===== src/rtl/id_ctrl_pipe_pkg.sv =====
// Shared decode constants for the ID-stage control unit: opcode/funct/REGIMM
// codes, control-bundle bit positions and reg_dst selector codes.
package id_ctrl_pipe_pkg;

  localparam int CTRL_W = 9;

  // ctrl = {jump,branch,alu_src,mem_read,mem_write,mem_to_reg,reg_write,reg_dst[1:0]}
  localparam int B_JUMP       = 8;
  localparam int B_BRANCH     = 7;
  localparam int B_ALU_SRC    = 6;
  localparam int B_MEM_READ   = 5;
  localparam int B_MEM_WRITE  = 4;
  localparam int B_MEM_TO_REG = 3;
  localparam int B_REG_WRITE  = 2;

  localparam logic [1:0] RD_RT = 2'b00;
  localparam logic [1:0] RD_RD = 2'b01;
  localparam logic [1:0] RD_RA = 2'b10;

  localparam logic [CTRL_W-1:0] CTRL_RTYPE = 9'b000000101;
  localparam logic [CTRL_W-1:0] CTRL_ALUI  = 9'b001000100;

  // Opcodes
  localparam logic [5:0] EXE_SPECIAL = 6'b000000;
  localparam logic [5:0] EXE_REGIMM  = 6'b000001;
  localparam logic [5:0] EXE_J       = 6'b000010;
  localparam logic [5:0] EXE_JAL     = 6'b000011;
  localparam logic [5:0] EXE_BEQ     = 6'b000100;
  localparam logic [5:0] EXE_BNE     = 6'b000101;
  localparam logic [5:0] EXE_BLEZ    = 6'b000110;
  localparam logic [5:0] EXE_BGTZ    = 6'b000111;
  localparam logic [5:0] EXE_ADDI    = 6'b001000;
  localparam logic [5:0] EXE_ADDIU   = 6'b001001;
  localparam logic [5:0] EXE_SLTI    = 6'b001010;
  localparam logic [5:0] EXE_SLTIU   = 6'b001011;
  localparam logic [5:0] EXE_ANDI    = 6'b001100;
  localparam logic [5:0] EXE_ORI     = 6'b001101;
  localparam logic [5:0] EXE_XORI    = 6'b001110;
  localparam logic [5:0] EXE_LUI     = 6'b001111;
  localparam logic [5:0] EXE_LB      = 6'b100000;
  localparam logic [5:0] EXE_LH      = 6'b100001;
  localparam logic [5:0] EXE_LW      = 6'b100011;
  localparam logic [5:0] EXE_LBU     = 6'b100100;
  localparam logic [5:0] EXE_LHU     = 6'b100101;
  localparam logic [5:0] EXE_SB      = 6'b101000;
  localparam logic [5:0] EXE_SH      = 6'b101001;
  localparam logic [5:0] EXE_SW      = 6'b101011;

  // SPECIAL funct codes
  localparam logic [5:0] EXE_SLL   = 6'b000000;
  localparam logic [5:0] EXE_SRL   = 6'b000010;
  localparam logic [5:0] EXE_SRA   = 6'b000011;
  localparam logic [5:0] EXE_SLLV  = 6'b000100;
  localparam logic [5:0] EXE_SRLV  = 6'b000110;
  localparam logic [5:0] EXE_SRAV  = 6'b000111;
  localparam logic [5:0] EXE_JR    = 6'b001000;
  localparam logic [5:0] EXE_MFHI  = 6'b010000;
  localparam logic [5:0] EXE_MTHI  = 6'b010001;
  localparam logic [5:0] EXE_MFLO  = 6'b010010;
  localparam logic [5:0] EXE_MTLO  = 6'b010011;
  localparam logic [5:0] EXE_MULT  = 6'b011000;
  localparam logic [5:0] EXE_MULTU = 6'b011001;
  localparam logic [5:0] EXE_DIV   = 6'b011010;
  localparam logic [5:0] EXE_DIVU  = 6'b011011;
  localparam logic [5:0] EXE_ADD   = 6'b100000;
  localparam logic [5:0] EXE_ADDU  = 6'b100001;
  localparam logic [5:0] EXE_SUB   = 6'b100010;
  localparam logic [5:0] EXE_SUBU  = 6'b100011;
  localparam logic [5:0] EXE_AND   = 6'b100100;
  localparam logic [5:0] EXE_OR    = 6'b100101;
  localparam logic [5:0] EXE_XOR   = 6'b100110;
  localparam logic [5:0] EXE_NOR   = 6'b100111;
  localparam logic [5:0] EXE_SLT   = 6'b101010;
  localparam logic [5:0] EXE_SLTU  = 6'b101011;

  // REGIMM rt codes
  localparam logic [4:0] EXE_BLTZ = 5'b00000;
  localparam logic [4:0] EXE_BGEZ = 5'b00001;

endpackage


===== src/rtl/id_ctrl_decode.sv =====
// Purely combinational instruction decoder producing the ID/EX control bundle
// plus mult/div class flags used by the parent's HI/LO busy counter.
module id_ctrl_decode
  import id_ctrl_pipe_pkg::*;
#(
  parameter int EN_MEMBR = 1
) (
  input  logic [5:0]        op,
  input  logic [4:0]        rt,
  input  logic [5:0]        funct,
  output logic [CTRL_W-1:0] ctrl,
  output logic              sign_ext,
  output logic              hilo_we,
  output logic              hilo_re,
  output logic              ri,
  output logic              mul_op,
  output logic              div_op
);

  // Set for load/store/branch/jump classes so they can be demoted to reserved.
  logic membr;

  always_comb begin
    ctrl     = '0;
    sign_ext = 1'b0;
    hilo_we  = 1'b0;
    hilo_re  = 1'b0;
    ri       = 1'b0;
    mul_op   = 1'b0;
    div_op   = 1'b0;
    membr    = 1'b0;

    case (op)
      EXE_SPECIAL: begin
        case (funct)
          EXE_SLL, EXE_SRL, EXE_SRA, EXE_SLLV, EXE_SRLV, EXE_SRAV,
          EXE_AND, EXE_OR, EXE_XOR, EXE_NOR,
          EXE_ADD, EXE_ADDU, EXE_SUB, EXE_SUBU, EXE_SLT, EXE_SLTU:
            ctrl = CTRL_RTYPE;
          EXE_MFHI, EXE_MFLO: begin
            ctrl    = CTRL_RTYPE;
            hilo_re = 1'b1;
          end
          EXE_MTHI, EXE_MTLO:
            hilo_we = 1'b1;
          EXE_MULT, EXE_MULTU: begin
            hilo_we = 1'b1;
            mul_op  = 1'b1;
          end
          EXE_DIV, EXE_DIVU: begin
            hilo_we = 1'b1;
            div_op  = 1'b1;
          end
          EXE_JR: begin
            ctrl[B_JUMP] = 1'b1;
            membr        = 1'b1;
          end
          default: ri = 1'b1;
        endcase
      end
      EXE_REGIMM: begin
        if (rt == EXE_BLTZ || rt == EXE_BGEZ) begin
          ctrl[B_BRANCH] = 1'b1;
          sign_ext       = 1'b1;
          membr          = 1'b1;
        end else begin
          ri = 1'b1;
        end
      end
      EXE_ANDI, EXE_ORI, EXE_XORI, EXE_LUI:
        ctrl = CTRL_ALUI;
      EXE_ADDI, EXE_ADDIU, EXE_SLTI, EXE_SLTIU: begin
        ctrl     = CTRL_ALUI;
        sign_ext = 1'b1;
      end
      EXE_LB, EXE_LBU, EXE_LH, EXE_LHU, EXE_LW: begin
        ctrl[B_ALU_SRC]    = 1'b1;
        ctrl[B_MEM_READ]   = 1'b1;
        ctrl[B_MEM_TO_REG] = 1'b1;
        ctrl[B_REG_WRITE]  = 1'b1;
        ctrl[1:0]          = RD_RT;
        sign_ext           = 1'b1;
        membr              = 1'b1;
      end
      EXE_SB, EXE_SH, EXE_SW: begin
        ctrl[B_ALU_SRC]   = 1'b1;
        ctrl[B_MEM_WRITE] = 1'b1;
        sign_ext          = 1'b1;
        membr             = 1'b1;
      end
      EXE_BEQ, EXE_BNE, EXE_BGTZ, EXE_BLEZ: begin
        ctrl[B_BRANCH] = 1'b1;
        sign_ext       = 1'b1;
        membr          = 1'b1;
      end
      EXE_J: begin
        ctrl[B_JUMP] = 1'b1;
        membr        = 1'b1;
      end
      EXE_JAL: begin
        ctrl[B_JUMP]      = 1'b1;
        ctrl[B_REG_WRITE] = 1'b1;
        ctrl[1:0]         = RD_RA;
        membr             = 1'b1;
      end
      default: ri = 1'b1;
    endcase

    // ALU-only bring-up cores trap everything that touches memory or the PC.
    if (membr && EN_MEMBR == 0) begin
      ctrl     = '0;
      sign_ext = 1'b0;
      ri       = 1'b1;
    end
  end

endmodule


===== src/rtl/id_ctrl_pipe.sv =====
// Registered decode-stage control unit: decoder + one-entry ID/EX control
// register with valid/ready handshake, flush, and a HI/LO busy interlock.
module id_ctrl_pipe
  import id_ctrl_pipe_pkg::*;
#(
  parameter int MUL_LAT  = 2,
  parameter int DIV_LAT  = 32,
  parameter int EN_MEMBR = 1
) (
  input  logic        clk,
  input  logic        resetn,
  input  logic        in_valid,
  output logic        in_ready,
  input  logic [31:0] instr,
  input  logic        flush,
  output logic        out_valid,
  input  logic        out_ready,
  output logic [8:0]  ctrl,
  output logic        sign_ext,
  output logic        hilo_we,
  output logic        hilo_re,
  output logic        ri,
  output logic        hilo_busy
);

  localparam int MAX_LAT = (MUL_LAT > DIV_LAT) ? MUL_LAT : DIV_LAT;
  localparam int CNT_W   = $clog2(MAX_LAT + 1);

  logic [CTRL_W-1:0] dec_ctrl;
  logic              dec_sign_ext;
  logic              dec_hilo_we;
  logic              dec_hilo_re;
  logic              dec_ri;
  logic              dec_mul;
  logic              dec_div;
  logic [CNT_W-1:0]  cnt;
  logic              hazard;
  logic              fire;

  // rs, rd, shamt and imm16 do not influence control.
  logic unused_instr_bits;
  assign unused_instr_bits = ^{instr[25:21], instr[15:6]};

  id_ctrl_decode #(
    .EN_MEMBR(EN_MEMBR)
  ) u_decode (
    .op      (instr[31:26]),
    .rt      (instr[20:16]),
    .funct   (instr[5:0]),
    .ctrl    (dec_ctrl),
    .sign_ext(dec_sign_ext),
    .hilo_we (dec_hilo_we),
    .hilo_re (dec_hilo_re),
    .ri      (dec_ri),
    .mul_op  (dec_mul),
    .div_op  (dec_div)
  );

  // Handshake: a transfer happens on a rising edge where valid and ready are
  // both high. in_ready never depends on in_valid; out_valid, once set, holds
  // the bundle unchanged until out_ready is seen (or flush kills it).
  assign hilo_busy = (cnt != '0);
  assign hazard    = (dec_hilo_we | dec_hilo_re) & hilo_busy;
  assign in_ready  = (~out_valid | out_ready) & ~hazard;
  assign fire      = in_valid & in_ready & ~flush;

  always_ff @(posedge clk or negedge resetn) begin
    if (!resetn) begin
      out_valid <= 1'b0;
      ctrl      <= '0;
      sign_ext  <= 1'b0;
      hilo_we   <= 1'b0;
      hilo_re   <= 1'b0;
      ri        <= 1'b0;
    end else if (flush) begin
      out_valid <= 1'b0;
    end else if (fire) begin
      out_valid <= 1'b1;
      ctrl      <= dec_ctrl;
      sign_ext  <= dec_sign_ext;
      hilo_we   <= dec_hilo_we;
      hilo_re   <= dec_hilo_re;
      ri        <= dec_ri;
    end else if (out_valid && out_ready) begin
      out_valid <= 1'b0;
    end
  end

  // Flush leaves the counter alone: the external mul/div keeps running.
  always_ff @(posedge clk or negedge resetn) begin
    if (!resetn) begin
      cnt <= '0;
    end else if (fire && dec_mul) begin
      cnt <= CNT_W'(MUL_LAT);
    end else if (fire && dec_div) begin
      cnt <= CNT_W'(DIV_LAT);
    end else if (cnt != '0) begin
      cnt <= cnt - CNT_W'(1);
    end
  end

endmodule


===== config.mk =====
export PLATFORM = sky130hd
export DESIGN_NAME = id_ctrl_pipe
export DESIGN_NICKNAME = d
export VERILOG_FILES = /design/src/rtl/id_ctrl_pipe_pkg.sv /design/src/rtl/id_ctrl_decode.sv /design/src/rtl/id_ctrl_pipe.sv
export SDC_FILE = /design/constraint.sdc
export NUM_CORES = 1
export LEC_CHECK = 0
export ABC_AREA = 1
export BUFFER_PORTS_ARGS = -buffer_cell sky130_fd_sc_hd__buf_2
export CORE_UTILIZATION = 48
export CTS_CLUSTER_DIAMETER = 200
export DETAILED_ROUTE_END_ITERATION = 16
export PLACE_DENSITY_LB_ADDON = 0.05
export SKIP_LAST_GASP = 1
export SYNTH_ARGS = -nofsm -noshare
export SYNTH_HDL_FRONTEND = slang
export SYNTH_SLANG_ARGS = --single-unit

===== constraint.sdc =====
create_clock -name clk -period 1.7 [get_ports clk]
set_input_delay 0.34 -clock clk [delete_from_list [all_inputs] [get_ports clk]]
set_output_delay 0.34 -clock clk [all_outputs]
set_load 0.02 [all_outputs]

==> results.py, run 1 <==
metrics = {
    "cts": {
        "numCtsBuffers": 3,
        "clockRootBuffer": "clkbuf_4",
        "cts.sinks": 19,
        "cts_tree": "yes",
        "htreeDepth": 1,
        "worstSkewPairLatency_ns": 0.30,
        "path_clk_slew_ns": 0.10,
        "cts.path.max_buffers": 2,
    },
    "sta": {
        "final.min_clock_period_ns": 1.904,
        "setup_viol": 17,
        "slew_viol_final": 0,
        "tightestPinTransition_ns": 0.5046,
        "max_slew_margin_pct": 66.10,
        "setup_ws_ns": -0.2045,
        "skew_ns": 0.001631,
        "layout_worst_path_cycle_share_pct": 112.0,
        "timing.hold.ws_ns": 0.2135,
        "hold_violations": 0,
        "rsz0062_at_grt": "yes",
        "fmax_ghz": 0.5251,
    },
    "floorplanning": {
        "initial_utilization_pct": 51.70,
        "num_io_pins": 53,
        "die_area_um2": 2904,
        "fp.coreArea_um2": 2500,
        "die_width_um": 53.89,
        "row_count": 18,
        "dieHeight_um": 53.89,
    },
    "synthesis": {
        "ys_types": 34,
        "synth_nets": 205,
        "yosysWarnings": 0,
        "yosys_register_bits": 19,
        "synthCells": 167,
        "yosysSeqAreaShare_pct": 36.79,
        "avgSynthCellArea_um2": 7.739,
        "synth_area_um2": 1292,
    },
    "cells_and_area": {
        "layout_common_cells": "34 x buf_2, 32 x nand2_1, 23 x inv_1",
        "final_cell_area_um2": 1851,
        "final_common_cell": "buf_2",
        "area_growth_pct": 43.17,
        "drive_gt1_share_pct": 47.21,
        "antennaDiodeCount": 0,
        "fin_nets": 272,
    },
    "global_route": {
        "antenna_found_initial": 0,
        "grt_max_degree": 20,
        "grt_pass1_vias": 1210,
        "grt_use_met1_pct": 29.02,
        "top_usage_layer": "met2",
        "gr-total-overflow": 0,
        "use_met3_pct": 3.390,
        "gr-usage-all-layers_pct": 23.40,
        "grt_pass1_wl_um": 4878,
        "grt_use_met2_pct": 39.09,
    },
    "setup_path": {
        "path_cells": "inv_2 > ha_4 > nor3b_4 > nand2_4 > nand2_4 > nand2_2 > inv_2 > buf_6",
        "start_kind": "register",
        "crit_buf_inv": 3,
        "cp.arrival_ns": 1.56,
        "crit_type": "register to primary output",
        "cp_data_required_time_ns": 1.36,
        "critical-path-max-stage-delay_ns": 0.41,
        "cp_top_family": "simple AND/OR/NAND/NOR gates",
        "end_kind": "primary output",
        "crit_path_top_delay_cell": "dfrtp_1",
        "path_max_fanout": 2,
    },
    "drt": {
        "vias": 1307,
        "drtIter0Drc": 13,
        "drt_pre_antenna_iters": 4,
        "drc": 0,
        "antenna_left": 0,
        "drt-total-wl_um": 3139,
        "routedWlPerCell_um": 11.94,
        "viasPerCell": 4.970,
    },
    "run": {
        "drv_cap": 0,
    },
    "placement": {
        "io_buffers": 36,
        "gp_congestion": 0.7843,
        "dpl.hpwl_um": 2148,
        "place_area_um2": 1536,
        "dp_slack_ns": -0.01901,
    },
    "power_and_ir_drop": {
        "leakagePower_nw": 1.037,
        "ir_drop_mv": 0.9857,
        "power_per_cell_area_nw_per_um2": 980.2,
    },
    "run_status": {
        "failed_checks": "setup timing",
        "status": "complete, but fails checks",
    },
    "min_path": {
        "hold_class": "primary input to register",
    },
}
Yosys cell counts:
| cell type | count | share of area [%] |
|---|---|---|
| nand4_1 | 4 | 1.9 |
| ha_1 | 1 | 0.97 |
| a21o_1 | 1 | 0.58 |
| nand2_4 | 2 | 1.7 |
| nand2_1 | 36 | 10 |
| nand4_2 | 1 | 0.97 |
| nand3_2 | 1 | 0.77 |
| nor2_4 | 2 | 1.7 |
| a21oi_1 | 5 | 1.9 |
| a21boi_0 | 1 | 0.58 |
| nor2_1 | 15 | 4.4 |
| nand3_1 | 4 | 1.5 |
| o21ai_0 | 2 | 0.77 |
| buf_6 | 1 | 0.87 |
| inv_1 | 27 | 7.8 |
| inv_4 | 1 | 0.48 |
| nor3b_2 | 1 | 0.97 |
| nor2_2 | 3 | 1.5 |
| nand2_2 | 12 | 5.8 |
| nor3_1 | 6 | 2.3 |
| a31oi_1 | 1 | 0.48 |
| buf_8 | 1 | 1.2 |
| a22oi_4 | 1 | 1.6 |
| o21ai_2 | 5 | 3.4 |
| buf_4 | 1 | 0.58 |
| o211ai_1 | 1 | 0.58 |
| nand3b_1 | 1 | 0.58 |
| nor3b_1 | 1 | 0.58 |
| nand3_4 | 1 | 1.4 |
| dfrtp_1 | 19 | 37 |
| xor2_1 | 3 | 2.0 |
| nor4_1 | 1 | 0.48 |
| o21ai_1 | 4 | 1.5 |
| o32ai_1 | 1 | 0.68 |
path summary, 6_finish.rpt:
| path | start | end | slack, ns | cells past startpoint |
|---|---|---|---|---|
| setup / recovery | cnt[0] | in_ready | -0.20 | 8 |
| hold / removal | flush | out_valid | 0.21 | 2 |
| setup reg to reg | cnt[0] | sign_ext | -0.15 | 10 |
| hold reg to reg | ctrl[4] | ctrl[4] | 0.50 | 2 |
| max in group asynchronous | resetn | cnt[1] | 0.91 | 2 |
| min in group asynchronous | resetn | ctrl[5] | 0.49 | 2 |
through the flow:
step	util (%)	total power, W	cells	TNS, ns
finish	74.02	0.001814	263	-1.880
global route	74.02	0.001938	263	-3.532
CTS	70.67	0.001673	261	-0.8617
detailed placement	61.46	0.001184	238	-0.03079
global placement	61.46	0.001150	238	0
floorplan	-	0.001009	167	0
area by class of cell:
type                       instances  area (µm²)
sequential                        19       475.5
fill                             207       649.4
clock buffer                       4       26.28
multi-input combinational        117       738.2
tap                               30       37.54
timing repair buffer              65       462.9
inverter                          28       110.1
report_power, final:
part           internal (W)  switching, W
logic              0.000495      0.000447
registers          0.000551     0.0000887
clock network     0.0000915      0.000141
state kept, by name (all words and copies together) (netlist names):
register,count
cnt,6
ri,1
ctrl,8
hilo_we,1
out_valid,1
hilo_re,1
sign_ext,1
kinds of logic (layout without fill, tap and decap cells):
kind of cell    count (synthesis)  after routing  synth area share, %
simple gates                   91             91                37.08
xor+xnor                        3              3                2.033
fa+ha+maj                       1              1               0.9679
buf+inv                        31             97                10.94
flops                          19             19                36.79
compound gates                 22             22                12.20
what timing repair did:
| action | in CTS | in global routing |
|---|---|---|
| endpoints found under the setup margin | 9 | 21 |
| pin swaps | 3 | 7 |
| resized for setup | 12 | 21 |
| gates cloned | 1 | 0 |
| buffers inserted | 17 | 4 |
| hold buffers | 1 | 0 |
| endpoints found under the hold margin | 19 | 0 |
layer usage:
| layer | part of all wire, % | vias up |
|---|---|---|
| met1 | 43 | 603 |
| met5 | 0 | - |
| met2 | 50 | 31 |
| met4 | 3.0 | 0 |
| met3 | 3.7 | 10 |
| li1 | - | 663 |
worst reg2reg max path, cell delays in order, from the launching register on:
cell	delay [ns]
dfrtp_1	0.41
inv_2	0.10
ha_4	0.14
nor3b_4	0.24
nand2_4	0.09
nand2_4	0.08
buf_4	0.10
buf_6	0.10
nand3_4	0.14
buf_8	0.20
a22oi_4	0.17
Power figures use the tool's default switching activity.
==> run 2, diff against run 1 <==
BUFFER_PORTS_ARGS = -buffer_cell sky130_fd_sc_hd__buf_4   (was -buffer_cell sky130_fd_sc_hd__buf_2)
CORE_UTILIZATION = 51   (was 48)
clock period = 2.2 ns   (was 1.7 ns; I/O delays follow)
==> results.py, run 2 (synthesis gave the netlist of run 1 again) <==
metrics = {
    "run_status": {
        "status": "finished clean",
    },
    "sta": {
        "fmax_ghz": 0.4815,
        "final.min_clock_period_ns": 2.077,
        "setup_viol": 0,
        "tightestPinTransition_ns": 0.3733,
        "rsz0062_at_grt": "no",
        "hold_violations": 0,
        "fin_setup_tns_ns": 0,
        "max_slew_margin_pct": 74.88,
        "setup_ws_ns": 0.1230,
        "layout_worst_path_cycle_share_pct": 94.41,
        "skew_ns": 0.003062,
        "slew_viol_final": 0,
    },
    "cts": {
        "htreeDepth": 1,
        "worstSkewPairLatency_ns": 0.29,
        "path_clk_slew_ns": 0.11,
        "cts_tree": "yes",
        "cts.sinks": 19,
        "cts.path.max_buffers": 2,
        "numCtsBuffers": 3,
        "clockRootBuffer": "clkbuf_4",
    },
    "global_route": {
        "antenna_found_initial": 0,
        "gr-total-overflow": 0,
        "grt_max_degree": 20,
        "grt_pass1_wl_um": 4485,
        "gr-usage-all-layers_pct": 22.09,
        "grt_pass1_vias": 1131,
    },
    "cells_and_area": {
        "layout_common_cells": "40 x buf_4, 36 x nand2_1, 27 x inv_1",
        "fin_nets": 248,
        "final_common_cell": "buf_4",
        "antennaDiodeCount": 0,
        "area_growth_pct": 26.91,
        "largest_reg_flops": 8,
        "top_register": "ctrl",
        "reg.largest.list": "ctrl: 8 flops, cnt: 6 flops",
        "drive_gt1_share_pct": 35.89,
    },
    "drt": {
        "drt_pre_antenna_iters": 6,
        "viasPerCell": 5.076,
        "vias": 1203,
        "drc": 0,
        "drt-total-wl_um": 2775,
        "drtIter0Drc": 16,
        "antenna_left": 0,
        "routedWlPerCell_um": 11.71,
    },
    "setup_path": {
        "start_kind": "register",
        "end_kind": "primary output",
        "cp.arrival_ns": 1.64,
        "cp_data_required_time_ns": 1.76,
        "crit_type": "register to primary output",
        "path_max_fanout": 5,
    },
    "placement": {
        "gp_congestion": 0.7861,
        "dp_slack_ns": 0.2509,
        "dpl.hpwl_um": 2199,
        "io_buffers": 36,
    },
    "floorplanning": {
        "die_width_um": 52.34,
        "die_area_um2": 2739,
        "row_count": 17,
        "num_io_pins": 53,
        "initial_utilization_pct": 56.26,
        "fp.coreArea_um2": 2297,
        "dieHeight_um": 52.34,
    },
    "power_and_ir_drop": {
        "fin_total_pwr_w": 0.001108,
        "ir_drop_mv": 0.4886,
        "leakagePower_nw": 0.9056,
        "power_per_cell_area_nw_per_um2": 675.8,
    },
    "min_path": {
        "hold_class": "primary input to register",
    },
    "run": {
        "drv_cap": 0,
    },
}
run 2: cell types whose count changed in the layout (fill, tap and decap cells not counted), moves of 4 or more:
cell / delta
buf_6: -6
buf_4: +19
buf_2: -34
nand2_4: -4
nand2_1: +4
inv_1: +4
run 2: layout make-up:
type                            count  area (µm²)
Clock buffer                        3       22.52
Fill cell                         192       656.9
Clock inverter                      1       5.005
Sequential cell                    19       475.5
Inverter                           28       107.6
Timing Repair Buffer               41       310.3
Tap cell                           28       35.03
Multi-Input combinational cell    117       684.4
run 2: worst paths after layout:
path	from	to	slack, ns	cells after the start
max in group asynchronous	resetn	ctrl[8]	1.46	2
setup reg to reg	cnt[0]	ctrl[7]	0.25	9
min in group asynchronous	resetn	cnt[3]	0.54	2
hold reg to reg	ctrl[0]	ctrl[0]	0.51	2
hold / removal	flush	out_valid	0.31	2
setup / recovery	cnt[0]	in_ready	0.12	8
run 2: worst max-delay path: stages, from the launching register on:
cell and delay (ns):
dfrtp_1 0.41, inv_1 0.08, ha_2 0.19, nor3b_4 0.24
nand2_4 0.11, nand2_4 0.07, nand2_1 0.05, inv_1 0.06
buf_4 0.13
run 2: metrics by stage:
stage | util, % | std cells | hold WS [ns] | area (µm²)
after floorplan | - | 167 | 0.1444 | 1292
after global placement | 68.41 | 229 | 0.3225 | 1572
after detailed placement | 68.41 | 229 | 0.3210 | 1572
after CTS | 70.64 | 235 | 0.3150 | 1623
after global routing | 71.41 | 237 | 0.3155 | 1640
final | 71.41 | 237 | 0.3149 | 1640
run 2: timing repair:
item                                   4_1_cts  5_1_grt
gates resized for setup                      1        1
hold buffers                                 1        0
setup endpoints to repair                    1        1
pin swaps                                    0        2
endpoints found under the hold margin        8        0
setup buffers                                1        2
run 2: where the power goes:
group	internal, W	switching, W
Combinational	0.000200	0.000240
Sequential	0.000425	0.0000703
Clock	0.0000677	0.000106
Total	0.000693	0.000415
run 2: metal layers:
layer	track usage [%]	vias up	wire length, µm
met2	40.08	32	1405
met5	0	-	0
met4	6.579	0	25
met1	26.35	551	1256
li1	-	616	-
met3	3.478	4	88
